===== src/rtl/dout_writer.sv =====
// Serialises eight 24-bit channel samples onto the DRDY/DCLK/DOUT0..3 TDM lines.
// Latency: DRDY rises at most 2*CLK_DIV clk_i cycles after start is accepted; a frame lasts 64 DCLK periods.
// Backpressure: ready_o is high only in IDLE; a start outside IDLE is dropped and flagged on overrun_o.
module dout_writer #(
  parameter int CLK_DIV   = 4,
  parameter int GAP_DCLKS = 4,
  parameter int CH_BITS   = 24
) (
  input  logic               clk_i,
  input  logic               reset_ni,
  input  logic               start_i,
  input  logic [CH_BITS-1:0] ch1_i,
  input  logic [CH_BITS-1:0] ch2_i,
  input  logic [CH_BITS-1:0] ch3_i,
  input  logic [CH_BITS-1:0] ch4_i,
  input  logic [CH_BITS-1:0] ch5_i,
  input  logic [CH_BITS-1:0] ch6_i,
  input  logic [CH_BITS-1:0] ch7_i,
  input  logic [CH_BITS-1:0] ch8_i,
  output logic               ready_o,
  output logic               busy_o,
  output logic               done_o,
  output logic               overrun_o,
  output logic               drdy_o,
  output logic               dclk_o,
  output logic               dout0_o,
  output logic               dout1_o,
  output logic               dout2_o,
  output logic               dout3_o
);

  // State 0 is a one-cycle post-reset state so ready_o rises one cycle after release.
  localparam logic [2:0] ST_RST   = 3'd0;
  localparam logic [2:0] ST_IDLE  = 3'd1;
  localparam logic [2:0] ST_ARMED = 3'd2;
  localparam logic [2:0] ST_SHIFT = 3'd3;
  localparam logic [2:0] ST_GAP   = 3'd4;

  localparam logic [15:0] DIV_LAST = 16'(CLK_DIV - 1);
  localparam logic [15:0] GAP_LAST = 16'(GAP_DCLKS - 1);

  logic [2:0]       state;
  logic [15:0]      div_cnt;
  logic             dclk_q;
  logic [3:0][63:0] sr;
  logic [5:0]       bit_cnt;
  logic [15:0]      gap_cnt;
  logic             drdy_q;
  logic [3:0]       dout_q;
  logic             done_q;
  logic             overrun_q;
  logic             toggle;
  logic             rise;

  assign toggle = (div_cnt == DIV_LAST);
  // A rise event is the toggle that takes DCLK high; all line updates happen here.
  assign rise   = toggle && !dclk_q;

  assign ready_o   = (state == ST_IDLE);
  assign busy_o    = (state == ST_ARMED) || (state == ST_SHIFT) || (state == ST_GAP);
  assign done_o    = done_q;
  assign overrun_o = overrun_q;
  assign drdy_o    = drdy_q;
  assign dclk_o    = dclk_q;
  assign dout0_o   = dout_q[0];
  assign dout1_o   = dout_q[1];
  assign dout2_o   = dout_q[2];
  assign dout3_o   = dout_q[3];

  // Free-running DCLK divider: toggles every CLK_DIV cycles.
  always_ff @(posedge clk_i or negedge reset_ni) begin
    if (!reset_ni) begin
      div_cnt <= '0;
      dclk_q  <= 1'b0;
    end else if (toggle) begin
      div_cnt <= '0;
      dclk_q  <= ~dclk_q;
    end else begin
      div_cnt <= div_cnt + 16'd1;
    end
  end

  // Frame sequencer: capture, DRDY marker, 64-bit MSB-first shift, inter-frame gap.
  always_ff @(posedge clk_i or negedge reset_ni) begin
    if (!reset_ni) begin
      state     <= ST_RST;
      sr        <= '0;
      bit_cnt   <= '0;
      gap_cnt   <= '0;
      drdy_q    <= 1'b0;
      dout_q    <= '0;
      done_q    <= 1'b0;
      overrun_q <= 1'b0;
    end else begin
      done_q    <= 1'b0;
      overrun_q <= start_i && !ready_o;
      case (state)
        ST_RST: begin
          state <= ST_IDLE;
        end
        ST_IDLE: begin
          if (start_i) begin
            // Each line carries two words: {0, ch_id, 4'b0, sample}.
            sr[0] <= {8'h00, ch1_i, 8'h10, ch2_i};
            sr[1] <= {8'h20, ch3_i, 8'h30, ch4_i};
            sr[2] <= {8'h40, ch5_i, 8'h50, ch6_i};
            sr[3] <= {8'h60, ch7_i, 8'h70, ch8_i};
            state <= ST_ARMED;
          end
        end
        ST_ARMED: begin
          if (rise) begin
            drdy_q  <= 1'b1;
            bit_cnt <= '0;
            for (int i = 0; i < 4; i++) begin
              dout_q[i] <= sr[i][63];
              sr[i]     <= {sr[i][62:0], 1'b0};
            end
            state <= ST_SHIFT;
          end
        end
        ST_SHIFT: begin
          if (rise) begin
            drdy_q <= 1'b0;
            if (bit_cnt == 6'd63) begin
              dout_q  <= '0;
              done_q  <= 1'b1;
              gap_cnt <= '0;
              state   <= (GAP_DCLKS == 0) ? ST_IDLE : ST_GAP;
            end else begin
              bit_cnt <= bit_cnt + 6'd1;
              for (int i = 0; i < 4; i++) begin
                dout_q[i] <= sr[i][63];
                sr[i]     <= {sr[i][62:0], 1'b0};
              end
            end
          end
        end
        ST_GAP: begin
          if (rise) begin
            if (gap_cnt == GAP_LAST) begin
              state <= ST_IDLE;
            end else begin
              gap_cnt <= gap_cnt + 16'd1;
            end
          end
        end
        default: begin
          state <= ST_IDLE;
        end
      endcase
    end
  end

endmodule


===== config.mk =====
export PLATFORM = sky130hd
export DESIGN_NAME = dout_writer
export DESIGN_NICKNAME = d
export VERILOG_FILES = /design/src/rtl/dout_writer.sv
export SDC_FILE = /design/constraint.sdc
export NUM_CORES = 1
export LEC_CHECK = 0
export CORE_MARGIN = 10
export CORE_UTILIZATION = 49
export DETAILED_ROUTE_END_ITERATION = 10
export PLACE_DENSITY = 0.72
export SLEW_MARGIN = 15
export SYNTH_ARGS = -nofsm -noshare
export SYNTH_HDL_FRONTEND = slang
export SYNTH_SLANG_ARGS = --single-unit

===== constraint.sdc =====
create_clock -name clk_i -period 2.15 [get_ports clk_i]
set_clock_uncertainty 0.1 [all_clocks]
set_input_delay 0.215 -clock clk_i [delete_from_list [all_inputs] [get_ports clk_i]]
set_output_delay 0.215 -clock clk_i [all_outputs]
set_load 0.02 [all_outputs]

==> implementation parameters, run 1 <==
Parameter                              Value

Run status
  Run status    complete, but fails checks
  Violated checks    setup timing

Floorplanning
  Initial cell density of the core    49.7%
  Total I/O pin count    205
  Core area    27,700 µm²
  Die Y-Extent    188 µm
  Site Rows    61
  Horizontal extent of the die    188 µm
  Die Outline Area    35,200 µm²

Clocking
  Clock root buffer    clkbuf_16
  Buffers from clock root to sink, at most    3
  Depth of the CTS H-tree    2
  Number of buffers created by CTS    35
  Clock transition at the registers of the reported paths    60 ps
  Total clock sinks    305
  Clock insertion delay at the later pin of the skew report    500 ps
  TritonCTS clock tree    built

Final layout
  Net count reported at finish    1,693
  Area of the multi-input gates    5920 µm²
  Non-filler instance count after layout    1,899
  Share of layout cells above drive strength 1    13.0%
  Filler Cell Count    2,089
  Area Growth Syn to Fin    34.5%
  Sequential Area    7630 µm²
  Final Core Density    66.8%

Worst setup path
  Kind of critical path    register to register
  CP endpoint kind    register
  Endpoint arrival time on the critical path    approximately 2600 ps
  Reg-to-Reg Start    div_cnt[0]
  Cell Chain, Critical Path    ha_4 -> nor4b_4 -> nand2_1 -> or4_4 -> nor3_4 -> buf_4 -> clkbuf_16 -> a22o_1
  Worst setup slack for register-to-register paths    -80 ps
  Depth of the most critical reg-to-reg path    8
  Data required time at the worst endpoint    2490 ps
  Largest fanout on the critical path    13
  Combined buffer and inverter count along the critical path    2
  Cell at the slowest stage of the critical path    or4_4
  Kind of start point of the critical path    register
  CP peak stage delay    550 ps
  Gate family responsible for the most delay along the worst path    simple AND/OR/NAND/NOR gates
  Reg2reg end    sr[219]

Synth
  Portion of synthesized cell area occupied by the leading cell type    55.5%
  Warnings, synthesis    0
  EDFF count, synth    0
  Share of synthesized area occupied by flip-flops and latches    55.5%
  Post-Synthesis Mean Instance Area    10.9 µm²
  Async set or reset register ratio after synthesis    100%
  Number of instances in the synthesized netlist    1,263
  Largest area contributor in the netlist    dfrtp_1
  Post-Synthesis Cell Area    13,800 µm²
  Nets in the synthesized netlist    1,461
  #FFs+latches synth    305
  Cell types with the largest area share after synthesis    dfrtp_1 55%, mux2i_1 14%, o21ai_1 11%
  Most used flip-flop cell after synthesis    dfrtp_1
  Number of distinct library cells after synthesis    47

Detailed routing
  TritonRoute pass-1 iters    5
  Detail Route Antenna Nets    0
  Max Used Layer    met5
  Met3 routed wirelength    1940 µm
  Detailed-route via count    10,978
  DRC viols    0
  Routed wire length per instance    roughly 20 µm
  Total detailed-routing wirelength    roughly 37,000 µm
  Metal2 WL    around 19,000 µm
  Detailed-routing wirelength on met1    15,800 µm
  Violation count after the first detailed-routing iteration    900
  Detailed-route vias per instance    5.78

Power
  Worst-case vdd ir drop    between 0.7 and 0.8 mV
  Sw Pwr    0.00583 W
  Sequential cell fraction of total power    between 40% and 50%
  Internal Pwr Total    0.0140 W
  Combinational group share of total power    25.0%
  Final Total Pwr    0.0199 W
  Power density over cell area    1070 nW/µm²
  Switching share of power    29.4%
  Clock network fraction of design power    29.4%
  Static leakage    7.54 nW

STA
  Unrepaired setup endpoints after global routing    true
  Final Max Slew Viols    0
  Actual slew at the worst max-slew pin    about 610 ps
  Count of endpoints failing hold in the final timing report    0
  Worst slew margin relative to its limit    59.6%
  Minimum clock period after layout    2230 ps
  Setup violation total in the final timing report    53
  Highest achievable clock rate    449 MHz
  Share of the clock period used by the worst path    104%
  Worst-case setup margin in the final layout    -75.4 ps

GRT
  Wire length of the first global-routing pass    60,100 µm
  Gr usage total    slightly above 20%
  Number of antenna violations at the first check in global routing    2
  Vias in the first global route    11,385
  Largest net degree at the start of global routing    75
  Grt ovf    0

Flow run
  Max-cap check violation count    0

Placement
  Placed cells    between 1,500 and 2,000
  HPWL after DPL    between 20,000 and 25,000 µm
  Pre-CTS WS    -209 ps
  Number of input and output port buffers inserted    204
  Routability-driven placement congestion ratio    around 0.86

Hold path
  Type of the tightest min-delay check    primary input to async pin
-- synthesized netlist by cell type (3+ instances only) --
cell type / number
xor2_1: 5
and4_1: 4
o22a_1: 12
nand4_1: 11
a31oi_1: 8
clkbuf_1: 78
buf_2: 13
xnor2_1: 10
nand3_1: 20
buf_1: 12
dfrtp_1: 305
nor3_1: 6
and3_1: 9
nand2_1: 32
o21ai_0: 94
inv_1: 3
a41oi_1: 3
o21ai_1: 304
a22o_1: 57
mux2i_1: 188
nor2_1: 22
buf_6: 6
a21oi_1: 11
nor4_1: 6
and2_1: 3
nor2b_1: 4
o31ai_1: 9
ha_1: 3
nand2b_1: 3
-- placed cells by master (no fill, tap or decap), drive strengths merged, types with 2 or more instances in the layout --
cell type,count
a31oi,8
a22o,57
nor2b,4
a41oi,3
and2,3
nand2b,3
nor4,7
nor3b,2
nor3,7
or2,3
nand2,32
and3,9
a21oi,12
ha,3
buf,98
nand4,11
xnor2,10
o21ai,399
and4,4
o31ai,9
or3,2
o22a,12
clkinv,5
inv,5
or4,2
nor2,23
bufinv,2
dfrtp,305
mux2i,188
clkdlybuf4s50,201
xor2,5
nor4b,2
nand3,20
clkbuf,56
-- state kept, by name, summed over array words and instances, names as in the netlist, 3 cells and up --
register	cells
bit_cnt	6
div_cnt	16
dout_q	4
gap_cnt	16
sr	256
state	3
-- metrics by stage --
| step | setup TNS [ps] | instance area [µm²] | hold WS (ps) |
|---|---|---|---|
| 3_5_place_dp | -13800 | 16800 | 136 |
| 2_1_floorplan | -3630 | 13800 | -181 |
| 4_1_cts | -5250 | 18200 | 205 |
| 6_report | -2720 | 18500 | 157 |
| 5_1_grt | -15550 | 18500 | 229 |
| 3_3_place_gp | -3640 | 16800 | 128 |
-- cell type report --
cell class,instances,area share (%)
clock buffers,53,5.53
multi-input cells,845,32.0
well taps,378,2.56
flip-flops and latches,305,41.3
clock inverters,9,0.555
repair buffers,305,18.1
inverters,3,0.0609
diodes,1,0.0135
-- worst reg2reg max path: stages (launching register included) --
cell	delay (ps)
dfrtp_1	400
ha_4	170
nor4b_4	200
nand2_1	100
or4_4	550
nor3_4	160
buf_4	180
clkbuf_16	180
a22o_1	130
-- cell families (layout without fill, tap and decap cells) --
| kind of cell | after synthesis | count (layout) | synth area share (%) |
|---|---|---|---|
| XOR/XNOR | 15 | 15 | 0.955 |
| flip-flops | 305 | 305 | 55.5 |
| AO/OA/AOI/OAI | 505 | 505 | 20.7 |
| AND/OR/NAND/NOR | 134 | 134 | 5.31 |
| multiplexers | 188 | 188 | 13.7 |
| buffers and inverters | 113 | 370 | 3.56 |
| other | 0 | 1 | 0 |
| adder cells (fa/ha/maj) | 3 | 3 | 0.273 |
-- layer usage --
layer  vias to the layer above  track usage [%]
met1                      5507             26.5
li1                       5128                -
met5                         -                0
met3                        53             4.03
met2                       288             33.8
met4                         2             4.74
-- how the worst max path moves through the flow --
stage | startpoint | to | slack (ps) | depth (start not counted)
after detailed placement | div_cnt[1] | sr[190] | -210 | 7
final | div_cnt[0] | sr[219] | -80 | 8
after CTS | div_cnt[0] | sr[58] | -70 | 8
after floorplan | div_cnt[0] | sr[159] | -70 | 8
after global placement | div_cnt[1] | sr[158] | -130 | 7
after global routing | div_cnt[0] | sr[63] | -170 | 8
-- power groups by stage --
stage	Sequential [W]	Combinational, W	Clock [W]
2_1_floorplan	0.00875	0.00342	0
3_3_place_gp	0.00901	0.00464	0
3_5_place_dp	0.00907	0.00487	0
4_1_cts	0.00902	0.00497	0.00596
5_1_grt	0.00929	0.00561	0.00621
6_report	0.00905	0.00496	0.00584
-- repair_timing --
action,in CTS,in global routing
hold buffers,1,0
gates resized for setup,37,41
pin swaps,9,12
gates cloned,5,2
buffers inserted,8,5
endpoints found under the hold margin,62,0
endpoints found under the setup margin,255,267
Power figures use the tool's default switching activity.
==> run 2: changes to the inputs <==
--- a/config.mk
+++ b/config.mk
@@ -5,10 +5,11 @@
 export SDC_FILE = /design/constraint.sdc
 export NUM_CORES = 1
 export LEC_CHECK = 0
+export CORE_ASPECT_RATIO = 1.2
 export CORE_MARGIN = 10
-export CORE_UTILIZATION = 49
+export CORE_UTILIZATION = 38
 export DETAILED_ROUTE_END_ITERATION = 10
-export PLACE_DENSITY = 0.72
+export PLACE_DENSITY = 0.58
 export SLEW_MARGIN = 15
 export SYNTH_ARGS = -nofsm -noshare
 export SYNTH_HDL_FRONTEND = slang
==> run 2 against run 1 <==
Compared with the run above: the flow still finishes with violations (setup timing); via count rose by 1.4%; critical path depth did not move; sequential cell count did not move; sequential share of layout area fell by 1.9 points.
==> implementation parameters, run 2 (synthesized netlist as in run 1, its figures left out) <==
Parameter                              Value

Run status
  Run status    complete, but fails checks
  Violated checks    setup timing

Final layout
  Filler Cell Count    3,088 (+48%)
  Most frequent standard cell in the layout excluding fill and tap cells    dfrtp_1
  Share of layout cells above drive strength 1    19.3% (+6.4 points)
  Top library cells by usage in the layout, fill and taps aside    303 x dfrtp_1, 265 x o21ai_1, 201 x clkdlybuf4s50_1
  Area Growth Syn to Fin    41.2%
  Top Registers    sr: 256 flops, div_cnt: 16 flops, gap_cnt: 16 flops
  Non-filler instance count after layout    2,033 (+7.1%)
  Number of flip-flops in the largest register    256 (unchanged)
  Post-route cell area    19,400 µm² (+5.0%)
  Area of the multi-input gates    6150 µm² (+4.0%)
  Sequential Area    7630 µm² (about the same)
  Register name with the most flops    sr
  Final Core Density    54.2% (-13 points)
  Net count reported at finish    1,738 (+2.7%)

STA
  Actual slew at the worst max-slew pin    620 ps (+14.5 ps)
  Share of the clock period used by the worst path    107% (+3.7 points)
  Setup violation total in the final timing report    200 (+280%)
  Worst slew margin relative to its limit    58.7% (-0.96 points)
  Minimum clock period after layout    2310 ps (+80.3 ps)
  Unrepaired setup endpoints after global routing    true
  Highest achievable clock rate    434 MHz (-3.5%)
  Final Max Slew Viols    0 (unchanged)
  Worst-case setup margin in the final layout    -156 ps (-80.3 ps)
  Count of endpoints failing hold in the final timing report    0 (unchanged)
  Total negative slack    -10,730 ps (-8010 ps)

Worst setup path
  CP endpoint kind    register
  Kind of start point of the critical path    register
  Largest fanout on the critical path    6 (-7)
  Data required time at the worst endpoint    2460 ps (-30 ps)
  Cell at the slowest stage of the critical path    dfrtp_1
  Worst setup slack for register-to-register paths    -160 ps (-80 ps)
  Combined buffer and inverter count along the critical path    3 (+1)
  Kind of critical path    register to register
  Cell mode on critical path    buf_4
  Gate family responsible for the most delay along the worst path    simple AND/OR/NAND/NOR gates
  Endpoint arrival time on the critical path    2620 ps (+50 ps)
  CP peak stage delay    420 ps (-130 ps)
  Cell Chain, Critical Path    buf_4 -> nor4b_4 -> nand4_1 -> nor2_4 -> o21ai_4 -> buf_4 -> clkbuf_16 -> a22o_1

GRT
  Largest net degree at the start of global routing    85 (+13%)
  Gr usage total    16.8% (-3.4 points)
  Number of antenna violations at the first check in global routing    5 (+3)
  Vias in the first global route    11,300 (-0.75%)
  Wire length of the first global-routing pass    62,700 µm (+4.3%)
  Grt ovf    0 (unchanged)

Power
  Power density over cell area    1040 nW/µm² (-2.8%)
  Worst-case vdd ir drop    0.600 mV (-24%)
  Static leakage    7.97 nW (+5.7%)

Placement
  HPWL after DPL    24,900 µm (+6.3%)
  Number of input and output port buffers inserted    204 (unchanged)
  Placed instance area    17,000 µm² (+1.4%)
  Pre-CTS WS    -134 ps (+74.9 ps)
  Routability-driven placement congestion ratio    0.885 (+2.8%)
  Placed cells    1,920 (+5.7%)

Detailed routing
  Total detailed-routing wirelength    41,800 µm (+12%)
  Detail Route Antenna Nets    0 (unchanged)
  Detailed-route via count    11,133 (+1.4%)
  DRC viols    0 (unchanged)
  Routed wire length per instance    20.6 µm (+4.9%)
  Violation count after the first detailed-routing iteration    719 (-20%)
  TritonRoute pass-1 iters    5 (unchanged)
  Detailed-route vias per instance    5.48 (-5.3%)

Clocking
  Depth of the CTS H-tree    2 (unchanged)
  Buffers from clock root to sink, at most    3 (unchanged)
  Clock transition at the registers of the reported paths    60 ps (about the same)
  Clock root buffer    clkbuf_16
  Total clock sinks    305 (unchanged)
  Number of buffers created by CTS    35 (unchanged)
  Clock insertion delay at the later pin of the skew report    530 ps (+30 ps)
  TritonCTS clock tree    built

Floorplanning
  Initial cell density of the core    38.4% (-11 points)
  Total I/O pin count    205 (unchanged)
  Core area    35,800 µm² (+29%)
  Die Outline Area    44,200 µm² (+26%)
  Site Rows    76 (+25%)
  Die Y-Extent    228 µm (+22%)
  Horizontal extent of the die    194 µm (+3.3%)

Flow run
  Max-cap check violation count    0 (unchanged)

Hold path
  Type of the tightest min-delay check    primary input to async pin
[run 2: routing by layer]
| metal | up-vias | share of wire, % | GRT usage (%) |
|---|---|---|---|
| met5 | - | 0.11 | 0 |
| met4 | 6 | 1.6 | 4.12 |
| met3 | 51 | 5.2 | 4.27 |
| met2 | 207 | 50 | 27.8 |
| met1 | 5648 | 44 | 21.5 |
| li1 | 5221 | - | - |
[run 2: area by class of cell]
| type | count | area share [%] |
|---|---|---|
| antenna | 2 | 0.0258 |
| clock buffer | 46 | 5.03 |
| clock inverter | 14 | 0.580 |
| inverter | 3 | 0.0580 |
| multi-input combinational | 846 | 31.7 |
| sequential | 305 | 39.3 |
| tap | 468 | 3.01 |
| timing repair buffer | 349 | 20.3 |
[run 2: worst paths after layout]
kind	endpoint	cells past startpoint	startpoint
max	sr[121]	8	div_cnt[2]
min	sr[11]	2	reset_ni
max reg2reg	sr[121]	8	div_cnt[2]
min reg2reg	sr[184]	1	sr[183]
max in group asynchronous	sr[242]	3	reset_ni
min in group clk_i	sr[64]	2	ch4_i[0]
[run 2: through the flow]
stage                     hold WS (ps)  total power [W]
after global routing               122           0.0216
after floorplan                   -181           0.0122
after global placement            58.8           0.0137
after CTS                         96.5           0.0198
after detailed placement          62.1           0.0139
final                             99.3           0.0203
[run 2: timing repair]
item                                    CTS  global route
pin swaps                                 3            22
gates resized for setup                  22           137
endpoints found under the setup margin  254           262
setup buffers                             4            21
gates cloned                              4            23
hold buffers                              1             0
endpoints found under the hold margin   305             0
[run 2: worst register-to-register path, stage by stage (launching register included)]
cell and delay, ps:
dfrtp_1 420, buf_4 180, nor4b_4 260, nand4_1 220, nor2_4 270, o21ai_4 180, buf_4 190, clkbuf_16 140
a22o_1 240
[run 2: power by group]
group	internal [W]	total (W)	switching, W
Combinational	0.00288	0.00548	0.00260
Clock	0.00333	0.00573	0.00240
Sequential	0.00787	0.00905	0.00119
Total	0.0141	0.0203	0.00619
==> run 3: changes to the inputs <==
--- a/config.mk
+++ b/config.mk
@@ -10,6 +10,7 @@
 export CORE_UTILIZATION = 38
 export DETAILED_ROUTE_END_ITERATION = 10
 export PLACE_DENSITY = 0.58
+export SKIP_CTS_REPAIR_TIMING = 1
 export SLEW_MARGIN = 15
 export SYNTH_ARGS = -nofsm -noshare
 export SYNTH_HDL_FRONTEND = slang
==> run 3 against run 2 <==
Compared with the run above: the flow still finishes with violations (setup timing); cell count shrank 0.79%; cell area fell by 3.4%; via count decreased by 1.3%; first-iteration DRC count grew 1.3%; non-clock buffer count is 16 lower; sequential share of layout area is 1.4 points higher; largest power group unchanged; sequential cell count is the same; power decreased by 2.2%; setup slack improved by 10 ps; die area stayed put.
==> implementation parameters, run 3 (synthesized netlist as in run 1, its figures left out) <==
Parameter                              Value

Placement
  Pre-CTS WS    -134 ps (unchanged)
  Number of input and output port buffers inserted    204 (unchanged)
  HPWL after DPL    24,900 µm (unchanged)
  Routability-driven placement congestion ratio    0.885 (unchanged)
  Placed cells    1,920 (unchanged)

Worst setup path
  Cell mode on critical path    buf_4
  Endpoint arrival time on the critical path    2600 ps (-20 ps)
  Cell at the slowest stage of the critical path    o21ai_4
  Kind of critical path    register to register
  Reg2reg end    sr[38]
  Worst setup slack for register-to-register paths    -150 ps (about the same)
  Combined buffer and inverter count along the critical path    4 (+1)
  CP endpoint kind    register
  Kind of start point of the critical path    register
  Gate family responsible for the most delay along the worst path    buffers and inverters
  Largest fanout on the critical path    9 (+3)
  Data required time at the worst endpoint    2460 ps (about the same)
  Depth of the most critical reg-to-reg path    10 (+2)
  Reg-to-Reg Start    div_cnt[1]
  CP peak stage delay    460 ps (+40 ps)
  Cell Chain, Critical Path    ha_2 -> buf_4 -> nor4b_4 -> nand4_1 -> nor2_4 -> o21ai_4 -> buf_4 -> clkbuf_16 -> buf_12 -> o21ai_1

Final layout
  Top Registers    sr: 256 flops, div_cnt: 16 flops, gap_cnt: 16 flops
  Net count reported at finish    1,721 (-0.98%)
  Register name with the most flops    sr
  Share of layout cells above drive strength 1    14.2% (-5.1 points)
  Number of flip-flops in the largest register    256 (unchanged)
  Area Growth Syn to Fin    36.4%
  Non-filler instance count after layout    2,017 (-0.79%)
  Most frequent standard cell in the layout excluding fill and tap cells    o21ai_1
  Top library cells by usage in the layout, fill and taps aside    320 x o21ai_1, 304 x dfrtp_1, 201 x clkdlybuf4s50_1

STA
  Minimum clock period after layout    2300 ps (-10.2 ps)
  Share of the clock period used by the worst path    107% (-0.48 points)
  Actual slew at the worst max-slew pin    617 ps (-2.99 ps)
  Unrepaired setup endpoints after global routing    true
  Highest achievable clock rate    436 MHz (+0.45%)
  Total negative slack    -15,460 ps (-4730 ps)
  Count of endpoints failing hold in the final timing report    0 (unchanged)
  Worst-case setup margin in the final layout    -145 ps (+10.2 ps)
  Worst slew margin relative to its limit    58.9% (+0.20 points)
  Setup violation total in the final timing report    229 (+14%)
  Final Max Slew Viols    0 (unchanged)

GRT
  Met1 demand-to-capacity share in global routing    21.1% (-0.38 points)
  Gr usage total    16.5% (-0.34 points)
  Met3 Track Usage GR    4.25% (-0.015 points)
  Grt ovf    0 (unchanged)
  Wire length of the first global-routing pass    61,500 µm (-1.8%)
  GRT met2 Usage    27.1% (-0.67 points)
  Largest net degree at the start of global routing    94 (+11%)
  Global routing's busiest layer    met2
  Number of antenna violations at the first check in global routing    5 (unchanged)
  Vias in the first global route    11,158 (-1.3%)

Power
  Static leakage    7.71 nW (-3.3%)
  Combinational group share of total power    25.6% (-1.5 points)
  Clock network fraction of design power    28.8% (+0.5 points)
  Worst-case vdd ir drop    0.592 mV (-1.4%)
  Internal Pwr Total    0.0139 W (-1.2%)
  Power density over cell area    1060 nW/µm² (+1.2%)
  Switching share of power    29.8% (-0.72 points)
  Sequential cell fraction of total power    45.6% (+0.9 points)
  Sw Pwr    0.00591 W (-4.5%)

Floorplanning
  Total I/O pin count    205 (unchanged)
  Die Y-Extent    228 µm (unchanged)
  Site Rows    76 (unchanged)
  Horizontal extent of the die    194 µm (unchanged)
  Core area    35,800 µm² (unchanged)
  Die Outline Area    44,200 µm² (unchanged)
  Initial cell density of the core    38.4% (unchanged)

Detailed routing
  Detail Route Antenna Nets    0 (unchanged)
  Violation count after the first detailed-routing iteration    728 (+1.3%)
  TritonRoute pass-1 iters    5 (unchanged)
  Detailed-route via count    10,985 (-1.3%)
  Detailed-route vias per instance    5.45 (-0.55%)
  Total detailed-routing wirelength    40,200 µm (-4.0%)
  Routed wire length per instance    19.9 µm (-3.2%)
  DRC viols    0 (unchanged)

Hold path
  Type of the tightest min-delay check    primary input to async pin

Clocking
  TritonCTS clock tree    built
  Clock insertion delay at the later pin of the skew report    530 ps (about the same)
  Depth of the CTS H-tree    2 (unchanged)
  Number of buffers created by CTS    35 (unchanged)
  Clock transition at the registers of the reported paths    60 ps (about the same)
  Total clock sinks    305 (unchanged)
  Clock root buffer    clkbuf_16
  Buffers from clock root to sink, at most    3 (unchanged)

Run status
  Run status    complete, but fails checks
  Violated checks    setup timing

Flow run
  Max-cap check violation count    0 (unchanged)
==> run 3: cell types whose count changed in the layout (fill, tap and decap cells not counted), sizes merged <==
cell | before | now
buf | 129 | 118
clkbuf | 62 | 57
dlygate4sd2 | 2 | 0
dlymetal6s2s | 0 | 2
diode | 2 | 3
o21ai | 400 | 399
==> run 3: worst register-to-register path, cell delays in order, from the launching register on <==
cell	delay, ps
dfrtp_1	390
ha_2	200
buf_4	140
nor4b_4	120
nand4_1	170
nor2_4	60
o21ai_4	460
buf_4	220
clkbuf_16	150
buf_12	110
o21ai_1	60
==> run 3: worst max-delay path by stage <==
stage                       to       start  cells after the start
global placement       sr[159]  div_cnt[1]                      7
detailed placement  gap_cnt[5]  div_cnt[0]                      7
finish                  sr[38]  div_cnt[1]                     10
floorplan              sr[159]  div_cnt[0]                      8
global route            sr[38]  div_cnt[1]                     10
CTS                 gap_cnt[5]  div_cnt[0]                      7
==> run 3: layout make-up <==
class / count / area, µm²
clock inverters: 14 / 113
well taps: 468 / 586
fillers: 3152 / 17100
diodes: 3 / 7.51
inverters: 3 / 11.3
clock buffers: 46 / 977
repair buffers: 333 / 3620
flip-flops and latches: 305 / 7630
multi-input cells: 845 / 5820
==> run 3: routing by layer <==
metal	wire (µm)	part of all wire [%]
met5	44	0.11
met1	17500	44
met2	19800	49
met3	2170	5.4
met4	622	1.5
==> run 3: power groups by stage <==
stage / logic [W] / registers [W] / clock network (W)
6_report: 0.00506 / 0.00904 / 0.00571
5_1_grt: 0.00573 / 0.00931 / 0.00611
4_1_cts: 0.00488 / 0.00901 / 0.00588
2_1_floorplan: 0.00342 / 0.00875 / 0
3_5_place_dp: 0.00487 / 0.00908 / 0
3_3_place_gp: 0.00469 / 0.00904 / 0
==> run 3: per-stage QoR <==
stage	hold WS, ps	power, W	utilization [%]	cell area, µm²
floorplan	-181	0.0122	-	13800
global placement	58.8	0.0137	47.4	17000
detailed placement	62.1	0.0139	47.4	17000
CTS	-502	0.0198	50.5	18100
global route	123	0.0212	52.3	18800
finish	103	0.0198	52.3	18800
